[src/rtl/ex_mem_stage.sv]
// ex_mem_stage: EX/MEM boundary skid buffer with BEQ/BNE resolution.
// Define EX_MEM_PERF_CNT_EN to add accept/stall performance counters.
module ex_mem_stage #(
   parameter int XLEN = 32,
   parameter int RD_W = 5
) (
   input  logic            clk,
   input  logic            rst_n,
   input  logic            in_valid,
   output logic            in_ready,
   input  logic [XLEN-1:0] in_c,
   input  logic            in_z,
   input  logic [RD_W-1:0] in_rd,
   input  logic            in_reg_write,
   input  logic            in_is_branch,
   input  logic            in_branch_ne,
   input  logic [XLEN-1:0] in_pc_target,
   input  logic            flush,
   output logic            out_valid,
   input  logic            out_ready,
   output logic [XLEN-1:0] out_c,
   output logic [RD_W-1:0] out_rd,
   output logic            out_reg_write,
   output logic            br_taken,
   output logic [XLEN-1:0] br_target
`ifdef EX_MEM_PERF_CNT_EN
   ,
   output logic [31:0]     perf_accepts,
   output logic [31:0]     perf_stalls
`endif
);
   // Encoding chosen so out_valid and in_ready come straight from state bits.
   typedef enum logic [1:0] {EMPTY = 2'b00, ONE = 2'b01, FULL = 2'b11} state_t;
   state_t state, state_nx;
   logic accept, pop, taken, load_main, load_skid, skid_to_main;
   logic [XLEN-1:0] skid_c;
   logic [RD_W-1:0] skid_rd;
   logic skid_we;
   assign in_ready  = ~state[1];
   assign out_valid = state[0];
   assign accept    = in_valid & in_ready;
   assign pop       = out_valid & out_ready;
   assign taken     = accept & ~flush & in_is_branch & (in_z ^ in_branch_ne);
   always_comb begin
      state_nx     = state;
      load_main    = 1'b0;
      load_skid    = 1'b0;
      skid_to_main = 1'b0;
      if (flush) state_nx = EMPTY;
      else
         case (state)
            EMPTY: if (accept) begin
               state_nx  = ONE;
               load_main = 1'b1;
            end
            ONE: if (accept & pop) load_main = 1'b1;
            else if (accept) begin
               state_nx  = FULL;
               load_skid = 1'b1;
            end
            else if (pop) state_nx = EMPTY;
            FULL: if (pop) begin
               state_nx     = ONE;
               skid_to_main = 1'b1;
            end
            default: state_nx = EMPTY;
         endcase
   end
   always_ff @(posedge clk or negedge rst_n) begin
      if (!rst_n) begin
         state         <= EMPTY;
         out_c         <= '0;
         out_rd        <= '0;
         out_reg_write <= 1'b0;
         skid_c        <= '0;
         skid_rd       <= '0;
         skid_we       <= 1'b0;
         br_taken      <= 1'b0;
         br_target     <= '0;
      end else begin
         state    <= state_nx;
         br_taken <= taken;
         if (taken) br_target <= in_pc_target;
         if (load_main) begin
            out_c         <= in_c;
            out_rd        <= in_rd;
            out_reg_write <= in_reg_write & ~in_is_branch;
         end else if (skid_to_main) begin
            out_c         <= skid_c;
            out_rd        <= skid_rd;
            out_reg_write <= skid_we;
         end
         if (load_skid) begin
            skid_c  <= in_c;
            skid_rd <= in_rd;
            skid_we <= in_reg_write & ~in_is_branch;
         end
      end
   end
`ifdef EX_MEM_PERF_CNT_EN
   always_ff @(posedge clk or negedge rst_n) begin
      if (!rst_n) begin
         perf_accepts <= '0;
         perf_stalls  <= '0;
      end else begin
         perf_accepts <= perf_accepts + {31'd0, accept};
         perf_stalls  <= perf_stalls + {31'd0, in_valid & ~in_ready};
      end
   end
`endif
endmodule
[config.mk]
export PLATFORM = sky130hd
export DESIGN_NAME = ex_mem_stage
export DESIGN_NICKNAME = d
export VERILOG_FILES = /design/src/rtl/ex_mem_stage.sv
export SDC_FILE = /design/constraint.sdc
export NUM_CORES = 1
export LEC_CHECK = 0
export ABC_AREA = 1
export CORE_UTILIZATION = 53
export CTS_BUF_LIST = sky130_fd_sc_hd__clkbuf_4 sky130_fd_sc_hd__clkbuf_8
export CTS_CLUSTER_SIZE = 10
export DETAILED_ROUTE_END_ITERATION = 10
export GPL_ROUTABILITY_DRIVEN = 0
export HOLD_SLACK_MARGIN = 0.12
export PLACE_DENSITY_LB_ADDON = 0.12
export SYNTH_ARGS = -nofsm -noshare
export SYNTH_HDL_FRONTEND = slang
export SYNTH_SLANG_ARGS = --single-unit
[constraint.sdc]
create_clock -name clk -period 4.4 [get_ports clk]
set_input_delay 0.66 -clock clk [delete_from_list [all_inputs] [get_ports clk]]
set_output_delay 0.66 -clock clk [all_outputs]
set_load 0.01 [all_outputs]
==> flow_summary.json <==
{
  "status": "finished, final reports clean",
  "cts_hold_buf": 0,
  "start_util": 0.552,
  "pwr_density_cell_nw_per_um2": 567,
  "cp.required_ns": 4.71,
  "io_pins": 151,
  "whs_ns": 0.409,
  "grt_max_degree": 76,
  "dp_hpwl_um": 8520,
  "coreArea_um2": 9330,
  "timing.fmax_ghz": 0.334,
  "p_sw_mw": 1.32,
  "cp-start-kind": "input pin",
  "crit_type": "in2reg",
  "cts-buffers-inserted": 9,
  "cts.htree.levels": 3,
  "overflow": 0,
  "cp_max_fo": 33,
  "syn_nets": 720,
  "synthArstFlopShare": 1.00,
  "syn_avg_cell_area_um2": 8.07,
  "area_growth_pct": 32.6,
  "ctsResizeCount": 0,
  "instances_no_fill": 899,
  "r2r_cells": 9,
  "hp-class": "in2async",
  "clk-insertion-delay-late_ns": 0.38,
  "die_x_um": 101,
  "slowest_stage": "inv_2",
  "n_antenna_cell": 0,
  "r2r_end": "out_rd[3]",
  "drc": 0,
  "via_per_inst": 5.18,
  "clkPwrFrac": 0.182,
  "routed_wl_um": 12900,
  "die_h_um": 101,
  "synth_top_area_frac": 0.539,
  "synth_area_leaders": "dfrtp_1, nand2_1, nand3_1",
  "drive_gt1_frac": 0.0494,
  "rsz0062_at_grt": "false",
  "die_area_um2": 10100,
  "finClkSkew_ns": 0.0155,
  "placed_cell_area_um2": 6590,
  "cts_tree": "done",
  "antenna_found_initial": 0,
  "root_buffer": "clkbuf_8",
  "postCtsSetupRepairBufs": 0,
  "synthCells": 638,
  "synth_area_leader_cell": "dfrtp_1",
  "grt_pass1_wl_um": 21700,
  "clk_pin_slew_ns": 0.10,
  "n_fill_cell": 774,
  "ys.flop_type": "dfrtp_1",
  "grt_usage": 0.273,
  "placedCellCount": 883,
  "finalCritPeriodShare": 0.681,
  "cpMostUsedCell": "nand2_1",
  "r2r_start": "state[0]",
  "final_util": 0.732,
  "ys_ff_latch": 111,
  "drv_cap": 0,
  "power_leakage_nw": 3.50,
  "slowest_delay_ns": 0.73,
  "syn_area_um2": 5150,
  "first_pass_iters": 4,
  "path_buf_inv": 3,
  "io_buffers": 150,
  "seq_power_share": 0.435,
  "cts_buffer_depth": 2,
  "tns_ns": 0,
  "tightestPinTransition_ns": 1.05,
  "wl_per_cell_um": 14.3,
  "p_int_mw": 2.55,
  "endpoint_kind": "flip-flop",
  "timing.slew.headroom": 0.298,
  "rrSetupSlack_ns": 1.83,
  "critPathArrivalTime_ns": 3.31,
  "yosys_warnings": 0,
  "swShare": 0.341,
  "yosysUniqueCellTypes": 18,
  "vdd.ir_drop.worst_mv": 0.293,
  "critPathTopFamily": "buffers and inverters",
  "synth_common_cells": "nand2_1, dfrtp_1, nand3_1",
  "numClockSinks": 111,
  "pwr-share-comb": 0.383,
  "first_global_vias": 4661,
  "yosysSeqAreaShare": 0.539,
  "vias": 4661,
  "layout.nets": 847,
  "period_needed_ns": 3.00,
  "drtIter0Drc": 236,
  "yosysMostFrequentCell": "nand2_1",
  "synth_edf_count": 0,
  "rows": 35,
  "postRouteAntennaNets": 0,
  "maxSlewViolCount": 0,
  "finalSetupViolations": 0,
  "design_area_um2": 6830,
  "cp_cell_sequence": "clkdlybuf4s50_1, inv_2, nand2_1, nor2_1, nand2_1, inv_2, nand2_1, nand2_1",
  "finalHoldViolations": 0
}
-- flip-flops by register name, indices dropped and copies added, names as in the netlist --
signal         count
br_target         32
out_c             32
skid_c            32
out_rd             5
skid_rd            5
state              2
br_taken           1
out_reg_write      1
skid_we            1
-- cells by family after synthesis --
family	after synthesis	share of synthesized area
buffers and inverters	92	0.0914
xor gates and xnor gates	1	0.00170
and+or+nand+nor	430	0.358
adders and majority gates	4	0.00972
DFF	111	0.539
-- routing by layer --
metal	global-route usage	vias to the layer above	share of wire
li1	-	2245	-
met1	0.349	2173	0.41
met2	0.446	220	0.48
met3	0.0687	23	0.088
met4	0.115	0	0.023
met5	0	-	0
-- worst max-delay path by stage --
| stage | startpoint | end | slack [ns] | cells after the start |
|---|---|---|---|---|
| 6_report | flush | br_target[29] | 1.40 | 8 |
| 5_1_grt | flush | br_target[28] | 1.12 | 8 |
| 4_1_cts | flush | br_target[29] | 1.41 | 8 |
| 3_5_place_dp | flush | br_target[29] | 1.02 | 8 |
| 3_3_place_gp | flush | br_target[19] | 1.13 | 8 |
| 2_1_floorplan | in_valid | skid_c[11] | 2.81 | 9 |
-- through the flow --
| step | power [mW] | setup slack (ns) |
|---|---|---|
| 6_report | 3.87 | 1.40 |
| 5_1_grt | 4.14 | 1.12 |
| 4_1_cts | 3.90 | 1.41 |
| 3_5_place_dp | 3.18 | 1.02 |
| 3_3_place_gp | 3.12 | 1.13 |
| 2_1_floorplan | 2.42 | 2.81 |
-- cell usage in the layout (no fill, tap or decap), drive strengths merged --
cell type      count
clkinvlp           1
xor2               1
nand3             80
bufinv             2
clkbuf            11
nor2               6
dfrtp            111
clkdlybuf4s50    149
buf                9
nand2            306
ha                 4
inv               52
nand4             38
-- power groups by stage --
stage               clock, mW  combinational [mW]  sequential [mW]
finish                  0.705                1.48             1.68
global route            0.759                1.64             1.74
CTS                     0.719                1.49             1.68
detailed placement          0                1.49             1.70
global placement            0                1.44             1.68
floorplan                   0               0.634             1.78
-- cell type report --
class	count	area, um2	area share
clock buffer	11	151	0.0222
clock inverter	5	87.6	0.0128
tap	129	161	0.0236
sequential	111	2780	0.407
inverter	50	188	0.0275
timing repair buffer	158	1560	0.228
multi-input combinational	435	1900	0.278
Note: power is estimated with default switching activity, not from simulation.
==> RTL edit 1: new RTL, same settings <==
Register the input `in_pc_target` before use. The logic sees it one clock later. The other inputs are not delayed to match.
--- a/src/rtl/ex_mem_stage.sv
+++ b/src/rtl/ex_mem_stage.sv
@@ -31,6 +31,13 @@
 );
    // Encoding chosen so out_valid and in_ready come straight from state bits.
    typedef enum logic [1:0] {EMPTY = 2'b00, ONE = 2'b01, FULL = 2'b11} state_t;
+
+   logic [XLEN-1:0] in_pc_target_q;
+
+   always_ff @(posedge clk) begin
+      in_pc_target_q <= in_pc_target;
+   end
+
    state_t state, state_nx;
    logic accept, pop, taken, load_main, load_skid, skid_to_main;
    logic [XLEN-1:0] skid_c;
@@ -80,7 +87,7 @@
       end else begin
          state    <= state_nx;
          br_taken <= taken;
-         if (taken) br_target <= in_pc_target;
+         if (taken) br_target <= in_pc_target_q;
          if (load_main) begin
             out_c         <= in_c;
             out_rd        <= in_rd;
Check against the original RTL: not equivalent (Yosys sat finds a counterexample within 4 cycles, from zero or initial values and one cycle with rst_n low).
==> RTL edit 1 against the original RTL <==
Cell area rose by 10%; area after synthesis rose by 9.3%; total power rose by 13%; via count rose by 2.8%; critical path depth fell by 1; utilization fell by 0.41 points; sequential cell count rose by 32; largest cell class unchanged; worst setup slack improved by 670 ps; wire length fell by 1.4%; largest power group unchanged.
==> RTL edit 1: results (changes against the original RTL) <==
placed_design:
  port_buffers: 150  # unchanged
  hpwl_um: 7990  # -6.2%
  placed_area_mm2: 0.00712  # +8.1%
critical_path:
  timing.critical_path.from: "in_valid"
  arrival_ps: 2640  # -670 ps
  timing.rr.end: "skid_c[12]"
  cp_max_fo: 51  # +55%
  reg2reg_depth: 7  # -2
  cp-endpoint: "skid_c[12]"
  rrSetupSlack_ps: 2090  # +260 ps
final_layout:
  buf_share: 0.208  # -0.0209
  multi_input_comb_cells: 397  # -8.7%
  num-nets-final: 847  # unchanged
  multi_input_area_mm2: 0.00179  # -5.6%
  inv_count: 48  # -4.0%
  layout.clock.cell_area_share: 0.0520  # +0.0170
  multi_input_area_share: 0.239  # -0.0396
  nFillCells: 777  # +0.39%
  nClkBuffers: 19  # +8
  drive_gt1_frac: 0.0643  # +0.0149
  regArea_mm2: 0.00342  # +23%
grt:
  antenna_found_initial: 0  # unchanged
  grt_pass1_wl_um: 21400  # -1.5%
  grt_max_degree: 78  # +2.6%
  grtUsageTotal: 0.248  # -0.0259
  grt_pass1_vias: 4601  # -1.3%
status:
  outcome: "finished clean"
logic_synthesis:
  synth-seq-cells: 143  # +29%
  synth_area_leaders: "dfrtp_1 49%, dfxtp_1 11%, nand2_1 9.6%, nand3_1 7.2%, nor2_1 5.6%"
  netlist_top_cells_count: "144 x nand2_1, 111 x dfrtp_1, 84 x nor2_1, 81 x nand3_1, 43 x inv_1"
  synth_xor_area_frac: 0.00156  # -0.000145
  ys.flop_type: "dfrtp_1"
  synthAdderAreaFrac: 0.00889  # -0.000826
  yosys_warnings: 0  # unchanged
  synth_compound_area_frac: 0.0365  # +0.0365
  async_flop_share: 0.776  # -0.224
  ys_seq_area_frac: 0.608  # +0.0680
  synth_nets: 712  # -1.1%
  yosysUniqueCellTypes: 20  # +2
clock_tree:
  cts_buffers: 17  # +8
  cts_max_level: 4  # +1
  clock_latency_ps: 440  # +60 ps
  clkTransAtPathRegs_ps: 80  # -20 ps
  cts_setup_buffers: 0  # unchanged
power_and_ir_drop:
  power.static_leakage_nw: 3.63  # +3.9%
  switching_share: 0.315  # -0.0261
  clkPwrFrac: 0.229  # +0.047
  p_clk_w: 0.00100  # +42%
  irDropWorstVdd_v: 0.000295  # +0.68%
  pwr-share-seq: 0.447  # +0.012
route:
  routed-wl-met3_um: 974  # -14%
  wl_met2_um: 6200  # +0.32%
  num_vias: 4790  # +2.8%
  met1Wirelength_um: 5250  # -0.32%
  drt_iter0_markers: 291  # +23%
  first_pass_iters: 5  # +1
  wl_per_cell_um: 13.9  # -3.0%
sta:
  worst_pin_slew_ps: 916  # -134 ps
  skew_ps: 13.5  # -1.99 ps
worst_hold_path:
  hp-class: "primary input to asynchronous set/reset pin"
-- RTL edit 1: metrics by stage --
| stage | instances | setup WS, ps | util | hold WS [ps] |
|---|---|---|---|---|
| 6_report | 914 | 2070 | 0.728 | 301 |
| 5_1_grt | 914 | 1820 | 0.728 | 321 |
| 4_1_cts | 914 | 2090 | 0.728 | 299 |
| 3_5_place_dp | 882 | 1650 | 0.690 | 413 |
| 3_3_place_gp | 882 | 1740 | 0.690 | 404 |
| 2_1_floorplan | 630 | 2860 | - | 364 |
-- RTL edit 1: per-layer routing --
| metal | vias up | GRT usage |
|---|---|---|
| li1 | 2296 | - |
| met1 | 2271 | 0.306 |
| met2 | 199 | 0.399 |
| met3 | 24 | 0.0830 |
| met4 | 0 | 0.104 |
| met5 | - | 0 |
-- RTL edit 1: critical path: stages --
cell             delay, ps
clkdlybuf4s50_1        500
nand2_1                 60
nor2_1                 200
nand2_2                550
buf_4                  460
nor2_1                 130
a21oi_1                 50
==> RTL edit 2: new RTL, same settings <==
Without the edit above. `RD_W`: 5 -> 10.
--- a/src/rtl/ex_mem_stage.sv
+++ b/src/rtl/ex_mem_stage.sv
@@ -2,7 +2,7 @@
 // Define EX_MEM_PERF_CNT_EN to add accept/stall performance counters.
 module ex_mem_stage #(
    parameter int XLEN = 32,
-   parameter int RD_W = 5
+   parameter int RD_W = 10
 ) (
    input  logic            clk,
    input  logic            rst_n,
Ports: changed (resized in_rd and out_rd); port bits go from 151 to 161. The function was not compared with the original's and may differ.
==> RTL edit 2 against the original RTL <==
Area after synthesis is 7.1% higher; wire length rose by 13%; worst hold slack lost 150 ps; sequential cell count up 10; combinational power increased by 9%; cell area rose by 11%; worst setup slack gained 170 ps; global-route usage up 0.58 points; largest cell class unchanged; clock power up 49%; count of clock-buffer cells in the layout is 11 higher; register-to-register slack worse by 170 ps; total power increased by 17%; synthesized cell count grew 8.8%; highest routed layer unchanged.
==> RTL edit 2: results (changes against the original RTL) <==
clock_tree:
  cts_max_level: 4  # +1
  cts_buffer_depth: 2  # unchanged
  cts_buffers: 17  # +8
  clock_tree.root_cell: "clkbuf_8"
  clkTransAtPathRegs_ps: 70  # -30 ps
  cts_setup_buffers: 0  # unchanged
  clock_latency_ps: 430  # +50 ps
  cts.repair.resized: 0  # unchanged
critical_path:
  arrival_ps: 3190  # -120 ps
  critPathMaxStageDelay_ps: 800  # +70 ps
  slowest_stage: "inv_2"
  cp_max_fo: 44  # +33%
route:
  first_pass_iters: 5  # +1
  num_vias: 5265  # +13%
  drt_iter0_markers: 350  # +48%
  drt-total-wl_um: 14600  # +13%
grt:
  grt_pass1_wl_um: 24000  # +10%
  grt_max_degree: 57  # -25%
  grt_use_met2: 0.438  # -0.00764
  grt_use_met1: 0.358  # +0.00857
  grt_pass1_vias: 5029  # +7.9%
  antenna_found_initial: 0  # unchanged
  grtUsageTotal: 0.279  # +0.00578
  grtUsageMet3: 0.0990  # +0.0303
logic_synthesis:
  netlist_top_cells_count: "326 x nand2_1, 121 x dfrtp_1, 89 x nand3_1, 49 x inv_1, 43 x nand4_1"
  yosysUniqueCellTypes: 17  # -1
  synth_area_leaders: "dfrtp_1 55%, nand2_1 22%, nand3_1 8.1%, nand4_1 4.9%, inv_1 3.3%"
  ys_seq_area_frac: 0.549  # +0.00976
  yosys_warnings: 0  # unchanged
  ys.flop_type: "dfrtp_1"
  synth_nets: 781  # +8.5%
  async_flop_share: 1.00  # unchanged
final_layout:
  nFillCells: 719  # -7.1%
  reg_top3: "br_target (32), out_c (32), skid_c (32)"
  drive_gt1_frac: 0.0614  # +0.0120
  diodes: 0  # unchanged
  num-nets-final: 923  # +9.0%
power_and_ir_drop:
  irDropWorstVdd_v: 0.000290  # -1.3%
  power.static_leakage_nw: 3.88  # +11%
sta:
  worst_pin_slew_ps: 870  # -180 ps
  skew_ps: 8.23  # -7.26 ps
placed_design:
  port_buffers: 160  # +6.7%
  hpwl_um: 9290  # +9.0%
worst_hold_path:
  hp-class: "primary input to asynchronous set/reset pin"
status:
  outcome: "finished clean"
==> RTL edit 2: power breakdown <==
| part | total, W | internal (W) | switching [W] | leakage [nW] |
|---|---|---|---|---|
| sequential | 0.00186 | 0.00158 | 0.000281 | 1.51 |
| clock | 0.00105 | 0.000626 | 0.000422 | 0.216 |
| combinational | 0.00162 | 0.000813 | 0.000809 | 2.15 |
==> RTL edit 2: cell type report <==
cell class / count / area [µm²] / area share
Sequential cell: 121 / 3030 / 0.401
Multi-Input combinational cell: 475 / 2090 / 0.276
Timing Repair Buffer: 166 / 1640 / 0.218
Clock buffer: 22 / 303 / 0.0401
Inverter: 55 / 206 / 0.0273
Tap cell: 133 / 166 / 0.0220
Clock inverter: 8 / 118 / 0.0156
==> RTL edit 2: cells by family (layout without fill, tap and decap cells) <==
group | after synthesis | after routing | share of synthesized area
buffers and inverters | 98 | 251 | 0.0733
DFF | 121 | 121 | 0.549
xor gates and xnor gates | 1 | 1 | 0.00159
adders and majority gates | 4 | 4 | 0.00908
and+or+nand+nor | 470 | 470 | 0.367
==> RTL edit 2: layer usage <==
metal,vias up,wire length (µm)
li1,2466,-
met1,2475,6010
met2,295,7010
met3,29,1360
met4,0,223
met5,-,0
==> RTL edit 2: worst max-delay path, delay by kind of cell <==
| family | cells | cell delay (ps) |
|---|---|---|
| simple gates | 6 | 1170 |
| buf+inv | 3 | 1350 |
==> RTL edit 2: final timing paths <==
path | start | end | slack [ps] | depth (start not counted)
worst max-delay path | in_valid | skid_c[17] | 1570 | 9
worst min-delay path | rst_n | out_c[1] | 260 | 1
worst max register to register | state[1] | skid_c[17] | 1660 | 8
worst min register to register | skid_c[26] | skid_c[26] | 480 | 2
max in group asynchronous | rst_n | skid_rd[3] | 3140 | 2
min in group clk | skid_c[26] | skid_c[26] | 480 | 2
==> RTL edit 2: through the flow <==
step,hold slack [ps],cells,cell area (µm²),utilization,worst slack [ps]
finish,258,980,7550,0.762,1570
global route,309,980,7550,0.762,1430
CTS,282,980,7550,0.762,1630
detailed placement,466,950,7130,0.720,1200
global placement,462,950,7130,0.720,1340
floorplan,364,694,5510,-,2820
